## config.mk

```make
export PLATFORM = sky130hd
export DESIGN_NAME = pwm_multichannel
export DESIGN_NICKNAME = d
export VERILOG_FILES = /design/src/rtl/pwm_multichannel.sv
export SDC_FILE = /design/constraint.sdc
export NUM_CORES = 1
export LEC_CHECK = 0
export BUFFER_PORTS_ARGS = -buffer_cell sky130_fd_sc_hd__buf_4
export CAP_MARGIN = 20
export CORE_ASPECT_RATIO = 0.7
export CORE_MARGIN = 2
export CORE_UTILIZATION = 27
export CTS_CLUSTER_DIAMETER = 100
export DETAILED_ROUTE_END_ITERATION = 16
export PLACE_DENSITY = 0.5
export REMOVE_ABC_BUFFERS = 1
export SYNTH_ARGS = -nofsm -noshare
export SYNTH_HDL_FRONTEND = slang
export SYNTH_SLANG_ARGS = --single-unit
```

## constraint.sdc

```tcl
create_clock -name clk -period 5 [get_ports clk]
set_input_delay 0.5 -clock clk [delete_from_list [all_inputs] [get_ports clk]]
set_output_delay 0.5 -clock clk [all_outputs]
set_load 0.05 [all_outputs]
```

## src/rtl/pwm_multichannel.sv

```systemverilog
// Multi-channel PWM: one shared prescaler and period counter, edge- or center-aligned,
// double-buffered duty/period/mode, per-channel inversion.
module pwm_multichannel #(
  parameter int CHANNELS = 4,
  parameter int CNT_W    = 10,
  parameter int PREDIV   = 2
) (
  input  logic                          clk,
  input  logic                          reset,
  input  logic                          wr_en,
  input  logic [$clog2(CHANNELS+2)-1:0] wr_addr,
  input  logic [CNT_W-1:0]              wr_data,
  output logic [CHANNELS-1:0]           out,
  output logic                          period_start
);

  localparam int AW    = $clog2(CHANNELS+2);
  localparam int PRE_W = (PREDIV > 1) ? $clog2(PREDIV) : 1;

  logic [CNT_W-1:0]    top_s_q, top_a_q, cnt_q, cnt_d, cnt_step;
  logic                center_s_q, center_a_q, enable_q;
  logic                dir_q, dir_d, dir_step;
  logic                bnd, tick, load_a;
  logic [CHANNELS-1:0] inv_q, act, out_q, out_d;
  logic [PRE_W-1:0]    pre_q, pre_d;
  logic                ps_q, ps_d;
  logic                wr_top, wr_ctrl;

  assign wr_top  = wr_en && (wr_addr == AW'(CHANNELS));
  assign wr_ctrl = wr_en && (wr_addr == AW'(CHANNELS + 1));
  assign tick    = enable_q && (pre_q == PRE_W'(PREDIV - 1));
  // Active registers follow the shadows at a boundary, or continuously while disabled.
  assign load_a  = !enable_q || (tick && bnd);

  for (genvar gi = 0; gi < CHANNELS; gi++) begin : g_ch
    logic [CNT_W-1:0] duty_s_q, duty_a_q;
    logic             wr_duty;

    assign wr_duty = wr_en && (wr_addr == AW'(gi));

    always_ff @(posedge clk or posedge reset) begin
      if (reset) begin
        duty_s_q <= '0;
        duty_a_q <= '0;
      end else begin
        if (load_a)  duty_a_q <= duty_s_q;
        if (wr_duty) duty_s_q <= wr_data;
      end
    end

    assign act[gi] = (cnt_q < duty_a_q);
  end

  // Counter value and direction that a tick would produce; bnd marks the period boundary.
  always_comb begin
    cnt_step = cnt_q + CNT_W'(1);
    dir_step = dir_q;
    bnd      = 1'b0;
    if (!center_a_q) begin
      dir_step = 1'b0;
      if (cnt_q >= top_a_q) begin
        cnt_step = '0;
        bnd      = 1'b1;
      end
    end else if (top_a_q == '0) begin
      cnt_step = '0;
      dir_step = 1'b0;
      bnd      = 1'b1;
    end else if (dir_q || (cnt_q >= top_a_q)) begin
      cnt_step = cnt_q - CNT_W'(1);
      dir_step = 1'b1;
      if (cnt_q == CNT_W'(1)) begin
        dir_step = 1'b0;
        bnd      = 1'b1;
      end
    end
  end

  always_comb begin
    cnt_d = cnt_q;
    dir_d = dir_q;
    pre_d = pre_q + PRE_W'(1);
    ps_d  = 1'b0;
    out_d = inv_q;
    if (!enable_q) begin
      cnt_d = '0;
      dir_d = 1'b0;
      pre_d = '0;
    end else begin
      out_d = act ^ inv_q;
      ps_d  = tick && bnd;
      if (tick) begin
        pre_d = '0;
        cnt_d = cnt_step;
        dir_d = dir_step;
      end
    end
  end

  always_ff @(posedge clk or posedge reset) begin
    if (reset) begin
      top_s_q    <= '1;
      top_a_q    <= '1;
      center_s_q <= 1'b0;
      center_a_q <= 1'b0;
      enable_q   <= 1'b0;
      inv_q      <= '0;
      cnt_q      <= '0;
      dir_q      <= 1'b0;
      pre_q      <= '0;
      out_q      <= '0;
      ps_q       <= 1'b0;
    end else begin
      if (load_a) begin
        top_a_q    <= top_s_q;
        center_a_q <= center_s_q;
      end
      if (wr_top) top_s_q <= wr_data;
      if (wr_ctrl) begin
        enable_q   <= wr_data[0];
        center_s_q <= wr_data[1];
        inv_q      <= wr_data[2 +: CHANNELS];
      end
      cnt_q <= cnt_d;
      dir_q <= dir_d;
      pre_q <= pre_d;
      out_q <= out_d;
      ps_q  <= ps_d;
    end
  end

  assign out          = out_q;
  assign period_start = ps_q;

endmodule
```

==> flow_summary.yaml, run 1 <==
finish:
  seqCellArea_um2: 3130
  multi_input_area_um2: 3180
  diodes: 0
  drive_above_1_share_pct: 33.9
  post-route-util_pct: 32.4
  final_cells: 894
  num-fill-cells: 2378
  syn2layout_area_growth_pct: 16.4
  nets: 628
clock_network:
  hold_buffers: 0
  cts_root_buf: "clkbuf_16"
  cts_tree: "done"
  ctsLongestPathBuffers: 2
  cts_max_level: 4
  clkTransAtPathRegs_ps: 60
  post_cts_buffers: 0
  cts-resized-gates: 0
  cts_buffers: 17
  insertion_delay_ps: 420
  cts.sinks: 124
yosys:
  synthDistinctLibCells: 54
  synth.yosys.warnings: 0
  syn_inst: 529
  netlist_area_um2: 6650
  synth_edf_count: 0
  synth_flop_cell: "dfrtp_1"
  ys_seq_area_share_pct: 47.1
  ys_ff_latch: 124
  async_flop_share_pct: 100
  avgSynthCellArea_um2: 12.6
worst_setup_path:
  critical_path.cell_chain: "ha_1, a211oi_1, nor2_1, a211o_1, nor3_2, a21oi_4, buf_4, mux2_4"
  path_buf_inv: 1
  crit_type: "register to register"
  cp_top_family: "compound AO/OA/AOI/OAI gates"
  rrSetupSlack_ps: 1590
  crit_path_end_kind: "register"
  arrival_ps: 3710
  cp_max_fo: 29
  crit_slowest_cell: "dfrtp_1"
  cp_data_required_time_ps: 5290
  max_stage_delay_ps: 630
  cp-start-kind: "register"
outcome:
  outcome: "finished, final reports clean"
worst_hold_path:
  worst_hold_path_type: "input port to asynchronous set/reset pin"
timing:
  worst_pin_slew_ps: 919
  fin_hold_ws_ps: 8.63
  clock_skew_ps: 15.1
  maxSlewViolCount: 0
  fin_crit_sh_pct: 68.3
  setup_tns_ps: 0
  min_period_ps: 3410
  timing.slew.headroom_pct: 38.2
  rsz0062_at_grt: "no"
  hold_viol_final: 0
  finalSetupViolations: 0
  fmax_ghz: 0.293
die:
  coreArea_um2: 23900
  rows: 47
  io_pins: 21
  die_x_um: 192
  die_h_um: 135
  dieArea_um2: 25900
  initial_core_util_pct: 27.8
drt:
  drc: 0
  antenna_left: 0
  wl_per_cell_um: 17.6
  vias: 4175
  drt-pass1-iter-count: 5
  avgViaCountPerCell: 4.67
  drt_iter0_markers: 308
  wirelength_um: 15700
run:
  maxCapViolCount: 0
global_route:
  grt_usage_pct: 13.3
  grt_pass1_vias: 4436
  grt_max_degree: 81
  antenna_found_initial: 0
  grt_overflow: 0
  grt_pass1_wl_um: 25900
place:
  hpwl_um: 11000
  gp_congestion: 0.845
  placed_cells: 858
  port_buffers: 20
power_and_ir_drop:
  finalPower_mw: 4.75
  cellLeakagePower_nw: 3.62
  power_density_nw_per_um2: 614
  vdd_ir_drop_max_mv: 0.270
-- report_power, final --
group	internal [mW]	total (mW)	switching (mW)
registers	1.40	1.72	0.317
logic	0.975	1.85	0.871
clock network	0.691	1.19	0.494
-- kinds of logic after synthesis --
group	count (synthesis)	synth area share, %
xor gates and xnor gates	2	0.264
AOI/OAI and AO/OA	89	9.62
and+or+nand+nor	90	7.59
adders and majority gates	49	9.23
DFF	124	47.1
buffers and inverters	67	5.12
muxes	108	21.1
-- per-layer routing --
metal / up-vias / share of wire (%) / routed length, µm / GRT usage [%]
li1: 1996 / - / - / -
met1: 2075 / 51 / 8060 / 19.7
met2: 95 / 43 / 6680 / 19.2
met3: 9 / 5.5 / 857 / 2.85
met4: 0 / 0.64 / 100 / 4.32
met5: - / 0 / 0 / 0
-- cells in the final DEF (no fill, tap or decap), types with 5 or more instances in the layout --
master / Yosys / final
o2111ai_1: 5 / 5
nor3_1: 12 / 12
dfrtp_1: 104 / 104
clkbuf_16: 0 / 17
o21a_1: 5 / 5
a31oi_1: 6 / 6
nand2_1: 15 / 15
mux2_4: 50 / 50
inv_6: 0 / 6
nand3_1: 12 / 12
and3_1: 5 / 5
inv_1: 53 / 52
dfstp_2: 20 / 20
a21oi_1: 18 / 18
nor2_1: 16 / 16
o21ai_0: 8 / 8
mux2_2: 56 / 56
a21o_1: 13 / 13
ha_1: 49 / 49
buf_4: 0 / 25
nand2b_1: 12 / 12
a221oi_1: 6 / 6
-- stage by stage --
stage               setup WS [ps]  instance area (µm²)
finish                       1590                 7730
floorplan                    1230                 6500
detailed placement           1230                 7100
CTS                          1230                 7660
global route                 1360                 7730
global placement             1360                 7100
-- final cells by class --
cell class	instances	share of cell area [%]
clock inverter	15	1.78
sequential	124	40.5
multi-input combinational	338	41.1
timing repair buffer	29	3.37
clock buffer	17	5.50
tap	318	5.15
inverter	53	2.61
-- flip-flops by register name, indices dropped and copies added, names as in the netlist --
signal         count
g_ch.duty_s_q     40
inv_q              4
center_s_q         1
cnt_q             10
out                4
period_start       1
dir_q              1
pre_q              1
g_ch.duty_a_q     40
top_a_q           10
top_s_q           10
enable_q           1
center_a_q         1
-- worst reg2reg max path: stages (launching register included) --
cell and delay [ps]:
dfrtp_1 630, ha_1 340, a211oi_1 330, nor2_1 90
a211o_1 300, nor3_2 520, a21oi_4 300, buf_4 400
mux2_4 390
-- final timing paths --
kind	from	endpoint	cells past startpoint
max	cnt_q[7]$_DFFE_PP0P_	g_ch[3].duty_a_q[4]$_DFFE_PP0P_	8
min	reset	g_ch[3].duty_s_q[9]$_DFFE_PP0P_	2
max reg2reg	cnt_q[7]$_DFFE_PP0P_	g_ch[3].duty_a_q[4]$_DFFE_PP0P_	8
min reg2reg	g_ch[3].duty_s_q[0]$_DFFE_PP0P_	g_ch[3].duty_a_q[0]$_DFFE_PP0P_	1
max in group asynchronous	reset	g_ch[1].duty_a_q[5]$_DFFE_PP0P_	3
min in group clk	wr_data[6]	g_ch[0].duty_s_q[6]$_DFFE_PP0P_	2
-- cell usage after synthesis (2+ instances only) --
library cell	count	share of area, %
nand2_1	15	0.85
o21ai_0	8	0.60
mux2_2	56	9.5
dfrtp_1	104	39
buf_12	5	1.5
nand4_1	3	0.28
o22ai_1	2	0.19
a2111oi_0	4	0.53
and3_1	5	0.47
a211oi_1	3	0.34
nor3_1	12	0.90
o21a_1	5	0.56
nand4b_1	2	0.26
mux2_4	50	11
o2111ai_1	5	0.66
clkbuf_1	7	0.40
ha_1	49	9.2
o211ai_1	4	0.45
a311o_1	4	0.60
nor2_1	16	0.90
a21o_1	13	1.5
nand3_1	12	0.90
a31oi_1	6	0.56
nor2b_1	2	0.19
dfstp_2	20	7.9
inv_1	53	3.0
a22oi_1	3	0.34
or4_4	2	0.34
a221oi_1	6	0.79
a21oi_1	18	1.4
nand2b_1	12	1.1
No activity file was read; power rests on OpenSTA's default activity.
==> run 2, diff against run 1 <==
Settings changed: ABC_AREA set to 1.
Clock period 5 ns to 3.3 ns, I/O delays scaled along.
==> flow_summary.yaml, run 2 <==
clock_network:
  ctsLongestPathBuffers: 2
  cts_tree: "done"
  cts-resized-gates: 0
  hold_buffers: 1
  cts_max_level: 4
  post_cts_buffers: 0
  clkTransAtPathRegs_ps: 70
  insertion_delay_ps: 430
  cts_buffers: 17
  cts_root_buf: "clkbuf_16"
  cts.sinks: 124
yosys:
  synth_edf_count: 0
  avgSynthCellArea_um2: 8.66
  netlist_area_um2: 7040
  ys_seq_area_share_pct: 44.4
  synth_top_area_cell: "dfrtp_1"
  synth_flop_cell: "dfrtp_1"
  async_flop_share_pct: 100
  ys_ff_latch: 124
  yosysMostFrequentCell: "nand2_1"
  synth_top_area_share_pct: 37.0
  synthTopCellsByArea: "dfrtp_1 37%, nand2_2 9.2%, nand2_1 9.1%"
  synth.yosys.warnings: 0
  synthDistinctLibCells: 36
  synth_commonest_cells: "170 x nand2_1, 104 x dfrtp_1, 103 x nand2_2, 97 x inv_1, 68 x nand3_1"
  syn_inst: 813
timing:
  hold_viol_final: 0
  maxSlewViolCount: 0
  fin_hold_ws_ps: 239
  timing.slew.headroom_pct: 42.2
  setup_tns_ps: 0
  clock_skew_ps: 12.2
  min_period_ps: 2440
  finalSetupViolations: 0
  fmax_ghz: 0.411
  fin_crit_sh_pct: 73.8
  rsz0062_at_grt: "no"
  worst_slack_ps: 864
  worst_pin_slew_ps: 865
worst_setup_path:
  crit_type: "register to register"
  cp-start-kind: "register"
  crit_path_end_kind: "register"
  cp_max_fo: 51
  cp_data_required_time_ps: 3650
  arrival_ps: 2790
die:
  die_x_um: 197
  die_h_um: 139
  rows: 49
  dieArea_um2: 27400
  io_pins: 21
  initial_core_util_pct: 27.5
  coreArea_um2: 25600
finish:
  layout_commonest_cell: "nand2_1"
  syn2layout_area_growth_pct: 14.7
  reg.largest.list: "g_ch.duty_a_q x40, g_ch.duty_s_q x40"
  final_cell_mix: "170 x nand2_1, 103 x nand2_2, 103 x dfrtp_1"
  nets: 900
  fin_area_um2: 8070
  diodes: 0
  drive_above_1_share_pct: 25.0
  num-fill-cells: 2699
global_route:
  antenna_found_initial: 0
  grt_pass1_wl_um: 28100
  grt_usage_pct: 13.4
  grt_overflow: 0
  grt_max_degree: 55
  grt_pass1_vias: 5052
run:
  maxCapViolCount: 0
power_and_ir_drop:
  finalPower_mw: 5.34
  vdd_ir_drop_max_mv: 0.294
  power_density_nw_per_um2: 662
  cellLeakagePower_nw: 4.07
drt:
  vias: 5106
  wl_per_cell_um: 14.5
  avgViaCountPerCell: 4.33
  antenna_left: 0
  drt_iter0_markers: 210
  drt-pass1-iter-count: 4
  drc: 0
  wirelength_um: 17100
place:
  port_buffers: 20
  post-place-ws_ps: 857
  gp_congestion: 0.807
  hpwl_um: 12100
  dpl_cell_area_um2: 7470
outcome:
  outcome: "finished, final reports clean"
worst_hold_path:
  worst_hold_path_type: "input port to register"
## run 2: per-stage QoR
step	utilization, %	cells
after floorplan	-	781
after global placement	29.2	1146
after detailed placement	29.2	1146
after CTS	31.5	1179
after global routing	31.5	1179
final	31.5	1179
## run 2: critical path: stages (launching register included)
cell and delay [ps]:
dfstp_2 570, inv_1 80, ha_1 320, nand2_1 80
nand3_1 90, nand3_2 100, nand3_2 80, nor2_2 160
nor2_4 70, nand2_8 160, nand2_8 330, nand2_1 240
nand2_1 70
## run 2: cell families (layout without fill, tap and decap cells)
kind of cell / after synthesis / after routing / synth area share (%)
and+or+nand+nor: 393 / 393 / 28.4
buffers and inverters: 135 / 170 / 9.07
AOI/OAI and AO/OA: 99 / 99 / 7.77
xor gates and xnor gates: 13 / 13 / 1.62
DFF: 124 / 124 / 44.4
adders and majority gates: 49 / 49 / 8.71
## run 2: cell type report
class	instances	area, µm²	area share [%]
Clock buffer	18	429	5.32
Clock inverter	14	159	1.97
Inverter	103	389	4.82
Multi-Input combinational cell	554	3270	40.6
Sequential cell	124	3130	38.8
Tap cell	331	414	5.13
Timing Repair Buffer	35	278	3.44
## run 2: per-layer routing
metal	vias to the layer above	GRT usage, %	routed length [µm]
li1	2639	-	-
met1	2397	21.3	9860
met2	55	17.7	6560
met3	15	2.94	504
met4	0	3.56	189
met5	-	0	0
## run 2: where the power goes
group / internal (mW) / leakage, nW / switching [mW]
Clock: 1.13 / 0.288 / 0.757
Combinational: 0.471 / 2.24 / 0.846
Sequential: 1.90 / 1.54 / 0.243
Total: 3.50 / 4.07 / 1.85
## run 2: final timing paths
check / start / endpoint / cells past startpoint / slack (ps)
max: top_a_q[1]$_DFFE_PP1P_ / top_a_q[8]$_DFFE_PP1P_ / 12 / 860
max reg2reg: top_a_q[1]$_DFFE_PP1P_ / top_a_q[8]$_DFFE_PP1P_ / 12 / 860
min: wr_data[2] / g_ch[2].duty_s_q[2]$_DFFE_PP0P_ / 3 / 240
min in group asynchronous: reset / g_ch[1].duty_s_q[9]$_DFFE_PP0P_ / 3 / 540
max in group asynchronous: reset / top_s_q[6]$_DFFE_PP1P_ / 4 / 1910
min reg2reg: top_s_q[3]$_DFFE_PP1P_ / top_a_q[3]$_DFFE_PP1P_ / 2 / 460
